[config.mk]
export PLATFORM = sky130hd
export DESIGN_NAME = bta_operand_loader
export DESIGN_NICKNAME = d
export VERILOG_FILES = /design/src/rtl/bta_operand_loader.sv
export SDC_FILE = /design/constraint.sdc
export NUM_CORES = 1
export LEC_CHECK = 0
export ABC_AREA = 1
export CAP_MARGIN = 30
export CORE_AREA = 2 2 232 234
export CTS_CLUSTER_DIAMETER = 80
export DETAILED_ROUTE_END_ITERATION = 16
export DIE_AREA = 0 0 234 236
export PLACE_DENSITY = 0.67
export SYNTH_ARGS = -nofsm -noshare
export SYNTH_HDL_FRONTEND = slang
export SYNTH_SLANG_ARGS = --single-unit
[constraint.sdc]
create_clock -name clk -period 1.8 [get_ports clk]
set_input_delay 0.27 -clock clk [delete_from_list [all_inputs] [get_ports clk]]
set_output_delay 0.27 -clock clk [all_outputs]
set_load 0.1 [all_outputs]
[src/rtl/bta_operand_loader.sv]
// Serial-to-parallel operand loader for the 8-operand binary tree adder.
// Collects eight words plus carry-in, holds them for ADD_LAT cycles and flags the result cycle.
module bta_operand_loader #(
  parameter int W       = 64,
  parameter int ADD_LAT = 1,
  parameter int CW      = 4
) (
  input  logic         clk,
  input  logic         rst_n,
  input  logic         abort,
  input  logic         in_valid,
  output logic         in_ready,
  input  logic [W-1:0] in_data,
  input  logic         in_cin,
  output logic [W-1:0] op_a,
  output logic [W-1:0] op_b,
  output logic [W-1:0] op_c,
  output logic [W-1:0] op_d,
  output logic [W-1:0] op_e,
  output logic [W-1:0] op_f,
  output logic [W-1:0] op_g,
  output logic [W-1:0] op_h,
  output logic         c0,
  output logic         ops_valid,
  output logic         sum_valid,
  output logic [3:0]   fill_cnt,
  output logic [0:0]   state_dbg
);

  // Stream handshake: a word moves on a rising edge where in_valid && in_ready.
  // in_valid may rise/fall freely; in_ready depends only on state and reset.
  localparam logic [0:0] S_FILL = 1'b0;
  localparam logic [0:0] S_HOLD = 1'b1;

  localparam logic [CW-1:0] CNT_LAST = CW'(ADD_LAT - 1);

  logic [0:0]    state_q, state_d;
  logic [3:0]    fill_q, fill_d;
  logic [CW-1:0] cnt_q, cnt_d;
  logic [W-1:0]  ops_q [8];
  logic [W-1:0]  ops_d [8];
  logic          c0_q, c0_d;

  always_comb begin
    state_d = state_q;
    fill_d  = fill_q;
    cnt_d   = cnt_q;
    ops_d   = ops_q;
    c0_d    = c0_q;
    if (abort) begin
      // Flush the set but keep operand contents; ops_valid gates them.
      state_d = S_FILL;
      fill_d  = 4'd0;
      cnt_d   = '0;
    end else begin
      case (state_q)
        S_FILL: begin
          if (in_valid) begin
            ops_d[fill_q[2:0]] = in_data;
            if (fill_q == 4'd0) c0_d = in_cin;
            fill_d = fill_q + 4'd1;
            if (fill_q == 4'd7) begin
              state_d = S_HOLD;
              cnt_d   = '0;
            end
          end
        end
        S_HOLD: begin
          if (cnt_q == CNT_LAST) begin
            state_d = S_FILL;
            fill_d  = 4'd0;
            cnt_d   = '0;
          end else begin
            cnt_d = cnt_q + 1'b1;
          end
        end
        default: begin
          state_d = S_FILL;
          fill_d  = 4'd0;
          cnt_d   = '0;
        end
      endcase
    end
  end

  always_ff @(posedge clk) begin
    if (!rst_n) begin
      state_q <= S_FILL;
      fill_q  <= 4'd0;
      cnt_q   <= '0;
      c0_q    <= 1'b0;
      for (int i = 0; i < 8; i++) ops_q[i] <= '0;
    end else begin
      state_q <= state_d;
      fill_q  <= fill_d;
      cnt_q   <= cnt_d;
      c0_q    <= c0_d;
      ops_q   <= ops_d;
    end
  end

  assign in_ready  = rst_n && (state_q == S_FILL);
  assign ops_valid = (state_q == S_HOLD);
  assign sum_valid = (state_q == S_HOLD) && (cnt_q == CNT_LAST);
  assign fill_cnt  = fill_q;
  assign state_dbg = state_q;
  assign c0        = c0_q;
  assign op_a      = ops_q[0];
  assign op_b      = ops_q[1];
  assign op_c      = ops_q[2];
  assign op_d      = ops_q[3];
  assign op_e      = ops_q[4];
  assign op_f      = ops_q[5];
  assign op_g      = ops_q[6];
  assign op_h      = ops_q[7];

endmodule

==> results of run 1 <==
==> per-stage QoR <==
stage,setup TNS [ns],hold WS [ns]
floorplan,0,0.4121
global placement,-33.42,0.4632
detailed placement,-51.05,0.4736
CTS,-0.01743,0.2562
global route,-0.03619,0.2994
finish,0,0.2921
==> worst max-delay path by stage <==
stage,start,endpoint
floorplan,ops_valid,in_ready
global placement,in_valid,op_e[28]
detailed placement,abort,op_c[54]
CTS,cnt_q[0],sum_valid
global route,cnt_q[1],sum_valid
finish,cnt_q[1],sum_valid
==> flip-flops by register name (all words and copies together), names as in the netlist, 64 cells and up <==
register / flops
op_d: 64
op_e: 64
op_b: 64
op_c: 64
op_a: 64
op_h: 64
op_f: 64
op_g: 64
==> logic make-up (layout without fill, tap and decap cells) <==
family,after synthesis,after routing
flops,522,522
buf+inv,267,844
simple gates,1464,1464
compound gates,329,329
fa+ha+maj,4,4
xor+xnor,1,1
==> tightest hold or removal path: stages <==
cell	delay (ns)
clkdlybuf4s50_1	0.39
inv_1	0.05
nand2_1	0.04
nand2_1	0.05
nor2_1	0.03
==> layout make-up <==
cell class	instances	share of cell area, %
Clock buffer	84	6.256
Timing Repair Buffer	671	22.11
Multi-Input combinational cell	1798	28.28
Tap cell	696	3.227
Sequential cell	522	38.77
Inverter	80	1.159
Clock inverter	9	0.1994
==> metal layers <==
metal | vias up | wire, um | global-route usage (%)
met5 | - | 0 | 0
met4 | 0 | 2625 | 9.973
met3 | 137 | 5623 | 6.310
met2 | 714 | 33190 | 40.09
met1 | 8900 | 29540 | 30.75
li1 | 9240 | - | -
==> power breakdown <==
part           internal, mW  leakage, nW  switching [mW]  total [mW]
combinational         0.617         6.92            1.94        2.56
sequential             11.7         4.22          0.0909        11.8
clock                  6.39        0.858            4.56        10.9
==> synth_stat cells, types with 5 or more instances <==
| cell type | instances |
|---|---|
| a21oi_1 | 9 |
| buf_1 | 12 |
| buf_2 | 33 |
| buf_4 | 45 |
| buf_6 | 13 |
| clkbuf_1 | 72 |
| clkbuf_2 | 12 |
| dfxtp_1 | 522 |
| inv_1 | 74 |
| inv_2 | 5 |
| nand2_1 | 400 |
| nand3_1 | 18 |
| nor2_1 | 840 |
| nor3_1 | 192 |
| o21ai_0 | 286 |
| o21ai_1 | 34 |
==> timing repair <==
action | in CTS | in global routing
setup endpoints to repair | 2 | 16
hold endpoints to repair | 11 | 0
resized for setup | 10 | 6
buffers inserted | 6 | 1
pin swaps | 1 | 0
hold buffers | 1 | 0
gates cloned | 0 | 1
==> key figures, run 1 <==
Outcome
  • Status: finished clean

Logic synthesis
  • Async S/R FF share, synth: 0%
  • Synth cell types: 25
  • Syn avg cell area: 7.467 sq um
  • Yosys reg bits: 522
  • Mux cell area share after synthesis: 0%
  • Synth area leaders: dfxtp_1, nor2_1, nand2_1
  • Most used flip-flop cell after synthesis: dfxtp_1
  • Synth Instances: 2587
  • Mapped Area: 19320 sq um
  • Synth Net Count: 2660
  • Adder-Cell Fraction of Synth Area: 0.2591%
  • Compound-cell area share of the yosys netlist: 8.524%
  • Largest family of logic cells by synthesized area: simple AND/OR/NAND/NOR gates
  • Area share of the largest cell type after synthesis: 54.10%
  • Area share of xor/xnor cells in the synthesized design: 0.04534%
  • Yosys warning count: 0
  • EDFF count, synth: 0
  • Seq/Total Area, Yosys: 54.10%
  • Dominant cell type by area after synthesis: dfxtp_1
  • Post-Synth Simple-Gate Area: 30.19%

Place
  • Pre-CTS WS: -0.1896 ns
  • Final RePlAce weighted congestion: 0.8745
  • Post-Place Cells: 3758
  • Port Buffer Count: 589
  • HPWL Detailed: 48900 um
  • Post-DP Area: 25100 sq um

Worst setup path
  • Reg-to-reg slack, setup: 0.14 ns
  • Worst setup EP type: output port
  • CP Max Fanout: 2
  • Crit Path Class: reg2out
  • Critical path's top delay family: flip-flops
  • Startpoint types: register
  • Worst EP arrival: 1.51 ns
  • CP bufs+invs: 3
  • Crit-path cells: inv_2 -> ha_4 -> nand3_4 -> clkinvlp_4 -> buf_12
  • Crit. path cell count: 5
  • Reg2reg start: ops_valid
  • Max stage delay cell, worst path: dfxtp_2
  • Critical Path RT: 1.53 ns
  • Reg2reg path depth: 8
  • Worst reg2reg path endpoint: op_c[54]
  • Max stage delay on crit path: 0.34 ns

STA
  • Period Utilization, post-route: 98.97%
  • Normalized max-slew margin: 53.81%
  • Setup slack after layout: 0.01859 ns
  • RSZ-0062 raised after global routing: yes
  • Final min period: 1.781 ns
  • Final setup fails: 0
  • Fmax: 561.4 MHz
  • Tightest Pin Transition: 0.6928 ns
  • Clock Skews: 0.01924 ns
  • Fin. Hold Viols: 0
  • Final Max Slew Viols: 0

Finish
  • Commonest non-fill, non-tap cell in the layout: nor2_1
  • Layout cell share with drive strength beyond 1: 22.72%
  • Final #Nets: 3200
  • Fill cells: 5041
  • Most frequent cells in the layout: nor2_1, buf_4, dfxtp_1
  • Post-route cell area: 26980 sq um
  • Antenna Cells: 0
  • Post-layout util: 50.84%
  • Area growth from synthesis to layout: 39.68%
  • Reg area: 10460 sq um
  • Multi-input gate area: 7630 sq um
  • Cell Count, Final, Fillers Out: 3860

Detailed routing
  • Vias per inst: 4.920
  • Routed len/inst: 18.39 um
  • Via count: 18990
  • Wirelength, routed: 70980 um
  • DRT Pass-1 Iters: 5
  • Post-route ant nets: 0
  • Residual DRC: 0
  • Initial drt markers: 1243

Floorplanning
  • Num rows: 85
  • Die height: 236 um
  • Starting Density: 36.40%
  • Die span in x: 234 um
  • IO Pins: 590
  • Die area: 55220 sq um
  • Core area: 53070 sq um

Clock network
  • Clock buffer depth: 3
  • Worst-skew pair later-pin latency: 0.59 ns
  • CTS tree: built
  • CTS sink count: 522
  • TritonCTS Buffers: 54
  • Clock Pin Slew Worst Setup and Hold Paths: 0.06 ns
  • Root buf cell: clkbuf_16
  • H-tree lvl count: 2

Global route
  • GR Overflow Total: 0
  • Vias in the first global route: 17730
  • Initial antenna violation count: 0
  • Pin count of the biggest net entering global routing: 103
  • GRT Total Usage: 24.57%
  • Global-route wire length before repair: 105700 um

Pwr
  • Worst VDD drop: 747.6 uV
  • Power Dens Cells: 937.5 nW/um^2
  • Leakage: 12.00 nW
  • Total power: 25.30 mW

Run
  • Maxcap violations: 0

Hold path
  • Hold path endpoint: c0
  • Hold crit path type: in2reg
  • Hold Path Depth: 5
  • Hold_sp: in_cin
(Power assumes the default switching activity.)
==> run 2: changes to the inputs <==
--- a/config.mk
+++ b/config.mk
@@ -7,11 +7,11 @@
 export LEC_CHECK = 0
 export ABC_AREA = 1
 export CAP_MARGIN = 30
-export CORE_AREA = 2 2 232 234
+export CORE_MARGIN = 2
+export CORE_UTILIZATION = 35
 export CTS_CLUSTER_DIAMETER = 80
 export DETAILED_ROUTE_END_ITERATION = 16
-export DIE_AREA = 0 0 234 236
-export PLACE_DENSITY = 0.67
+export PLACE_DENSITY = 0.65
 export SYNTH_ARGS = -nofsm -noshare
 export SYNTH_HDL_FRONTEND = slang
 export SYNTH_SLANG_ARGS = --single-unit
==> key figures, run 2 (synthesis gave the netlist of run 1 again) <==
Detailed routing
  • Post-route ant nets: 0 (unchanged)
  • Residual DRC: 0 (unchanged)
  • Wirelength, routed: 71330 um (+0.51%)
  • Initial drt markers: 1255 (+0.97%)
  • Routed len/inst: 18.42 um (+0.17%)
  • Vias per inst: 4.910 (-0.20%)
  • DRT Pass-1 Iters: 5 (unchanged)
  • Via count: 19020 (+0.14%)

Floorplanning
  • Die area: 57090 sq um (+3.4%)
  • Starting Density: 35.20% (-1.2 points)
  • Core area: 54880 sq um (+3.4%)
  • Die span in x: 238.9 um (+2.1%)
  • Die height: 238.9 um (+1.2%)
  • IO Pins: 590 (unchanged)
  • Num rows: 86 (+1.2%)

Worst setup path
  • Reg2reg path depth: 9 (+1)
  • Critical Path RT: 1.53 ns (about the same)
  • Startpoint types: register
  • CP Max Fanout: 2 (unchanged)
  • Max stage delay cell, worst path: dfxtp_4
  • Reg-to-reg slack, setup: 0.11 ns (-0.03 ns)
  • Worst EP arrival: 1.55 ns (+0.04 ns)
  • Crit Path Class: reg2out
  • Crit-path cells: inv_4 -> ha_4 -> nand3_4 -> clkinvlp_4 -> buf_12
  • Reg2reg start: ops_valid
  • Worst setup EP type: output port
  • Max stage delay on crit path: 0.36 ns (+0.02 ns)
  • Worst Setup SP: cnt_q[0]
  • Worst reg2reg path endpoint: op_g[18]

Pwr
  • Worst VDD drop: 666.8 uV (-11%)
  • Switching Share: 26.39% (+0.31 points)
  • Comb pwr share: 10.0% (about the same)
  • Power Dens Cells: 954.0 nW/um^2 (+1.8%)
  • P_int: 19.01 mW (+1.7%)
  • Clock Power Share: 44.4% (+1.1 points)
  • Sequential Power Share: 45.6% (-1.0 points)
  • Leakage: 12.02 nW (+0.17%)
  • Sw Pwr: 6.816 mW (+3.3%)
  • Total power: 25.83 mW (+2.1%)

Global route
  • GR Overflow Total: 0 (unchanged)
  • Global-route wire length before repair: 105600 um (about the same)
  • Pin count of the biggest net entering global routing: 120 (+17%)
  • GRT Total Usage: 23.66% (-0.91 points)
  • Vias in the first global route: 17500 (-1.3%)
  • Initial antenna violation count: 2 (+2)

STA
  • Final setup fails: 1 (+1)
  • RSZ-0062 raised after global routing: yes
  • Normalized max-slew margin: 61.86% (+8.0 points)
  • Final Max Slew Viols: 0 (unchanged)
  • Setup slack after layout: -0.01685 ns (-0.03544 ns)
  • Tightest Pin Transition: 0.5722 ns (-0.1207 ns)
  • Fmax: 550.4 MHz (-2.0%)
  • Clock Skews: 0.01337 ns (-0.005865 ns)
  • Final min period: 1.817 ns (+0.03544 ns)
  • Fin Setup TNS: -0.01685 ns (-0.01685 ns)
  • Period Utilization, post-route: 100.9% (+2.0 points)
  • Fin. Hold Viols: 0 (unchanged)

Finish
  • Area growth from synthesis to layout: 40.16%
  • Reg area: 10460 sq um (about the same)
  • Fill cells: 5247 (+4.1%)
  • Layout cell share with drive strength beyond 1: 22.80% (+0.073 points)
  • Multi-input gate area: 7620 sq um (-0.13%)
  • Most frequent cells in the layout: nor2_1, buf_4, dfxtp_1
  • Post-layout util: 49.34% (-1.5 points)
  • Commonest non-fill, non-tap cell in the layout: nor2_1
  • Final #Nets: 3195 (-0.16%)

Place
  • Pre-CTS WS: -0.2064 ns (-0.01677 ns)
  • Final RePlAce weighted congestion: 0.8682 (-0.72%)
  • Port Buffer Count: 589 (unchanged)
  • HPWL Detailed: 49170 um (+0.54%)

Run
  • Maxcap violations: 0 (unchanged)

Hold path
  • Hold path endpoint: op_a[19]
  • Hold crit path type: in2reg
  • Hold_sp: rst_n
  • Hold Path Depth: 3 (-2)

Clock network
  • Clock buffer depth: 3 (unchanged)
  • CTS tree: built
  • Clock Pin Slew Worst Setup and Hold Paths: 0.06 ns (about the same)
  • Worst-skew pair later-pin latency: 0.59 ns (about the same)
  • TritonCTS Buffers: 55 (+1.9%)
  • CTS Hold Bufs: 0 (-1)
  • CTS sink count: 522 (unchanged)
  • Root buf cell: clkbuf_16
  • H-tree lvl count: 2 (unchanged)

Outcome
  • Status: complete, but fails checks
  • Failing checks: negative setup slack
run 2: metal layers:
| metal | vias up | part of all wire, % | track usage, % |
|---|---|---|---|
| met1 | 8924 | 42 | 29.95 |
| met2 | 713 | 47 | 39.21 |
| met4 | 0 | 3.6 | 8.920 |
| met5 | - | 0 | 0 |
| li1 | 9233 | - | - |
| met3 | 147 | 7.5 | 5.439 |
run 2: power groups by stage:
stage | registers (mW) | logic, mW | clock network [mW]
finish | 11.8 | 2.57 | 11.5
global route | 11.8 | 2.71 | 12.1
CTS | 11.8 | 2.57 | 11.7
detailed placement | 12.0 | 2.57 | 0
global placement | 12.0 | 2.55 | 0
floorplan | 13.1 | 0.674 | 0
run 2: worst max path at each step:
stage	endpoint	slack [ns]	depth (start not counted)
final	sum_valid	-0.02	5
after global routing	sum_valid	-0.06	5
after CTS	sum_valid	-0.04	5
after detailed placement	op_d[61]	-0.21	7
after global placement	op_d[59]	-0.17	7
after floorplan	in_ready	0.02	2
run 2: timing repair:
item | in CTS | in global routing
gates resized for setup | 15 | 1
setup endpoints to repair | 2 | 1
buffers inserted | 4 | 2
pin swaps | 1 | 1
run 2: stage by stage:
| stage | instance area, sq um | hold slack (ns) | instances |
|---|---|---|---|
| finish | 27080 | 0.03313 | 3873 |
| global route | 27080 | 0.03234 | 3873 |
| CTS | 27050 | 0.01078 | 3869 |
| floorplan | 19330 | 0.4121 | 2587 |
| detailed placement | 25130 | 0.4707 | 3763 |
| global placement | 25130 | 0.4623 | 3763 |
run 2: cell type report:
| class | count | area share [%] |
|---|---|---|
| inverter | 80 | 1.160 |
| tap | 704 | 3.253 |
| sequential | 522 | 38.64 |
| clock inverter | 18 | 0.5915 |
| antenna | 2 | 0.01848 |
| timing repair buffer | 665 | 22.00 |
| multi-input combinational | 1798 | 28.14 |
| clock buffer | 84 | 6.197 |
run 2: critical path, delay by kind of cell, from the launching register on:
family / cells / cell delay (ns)
flip-flops: 1 / 0.36
adder cells (fa/ha/maj): 1 / 0.16
AND/OR/NAND/NOR: 1 / 0.10
buffers and inverters: 3 / 0.32
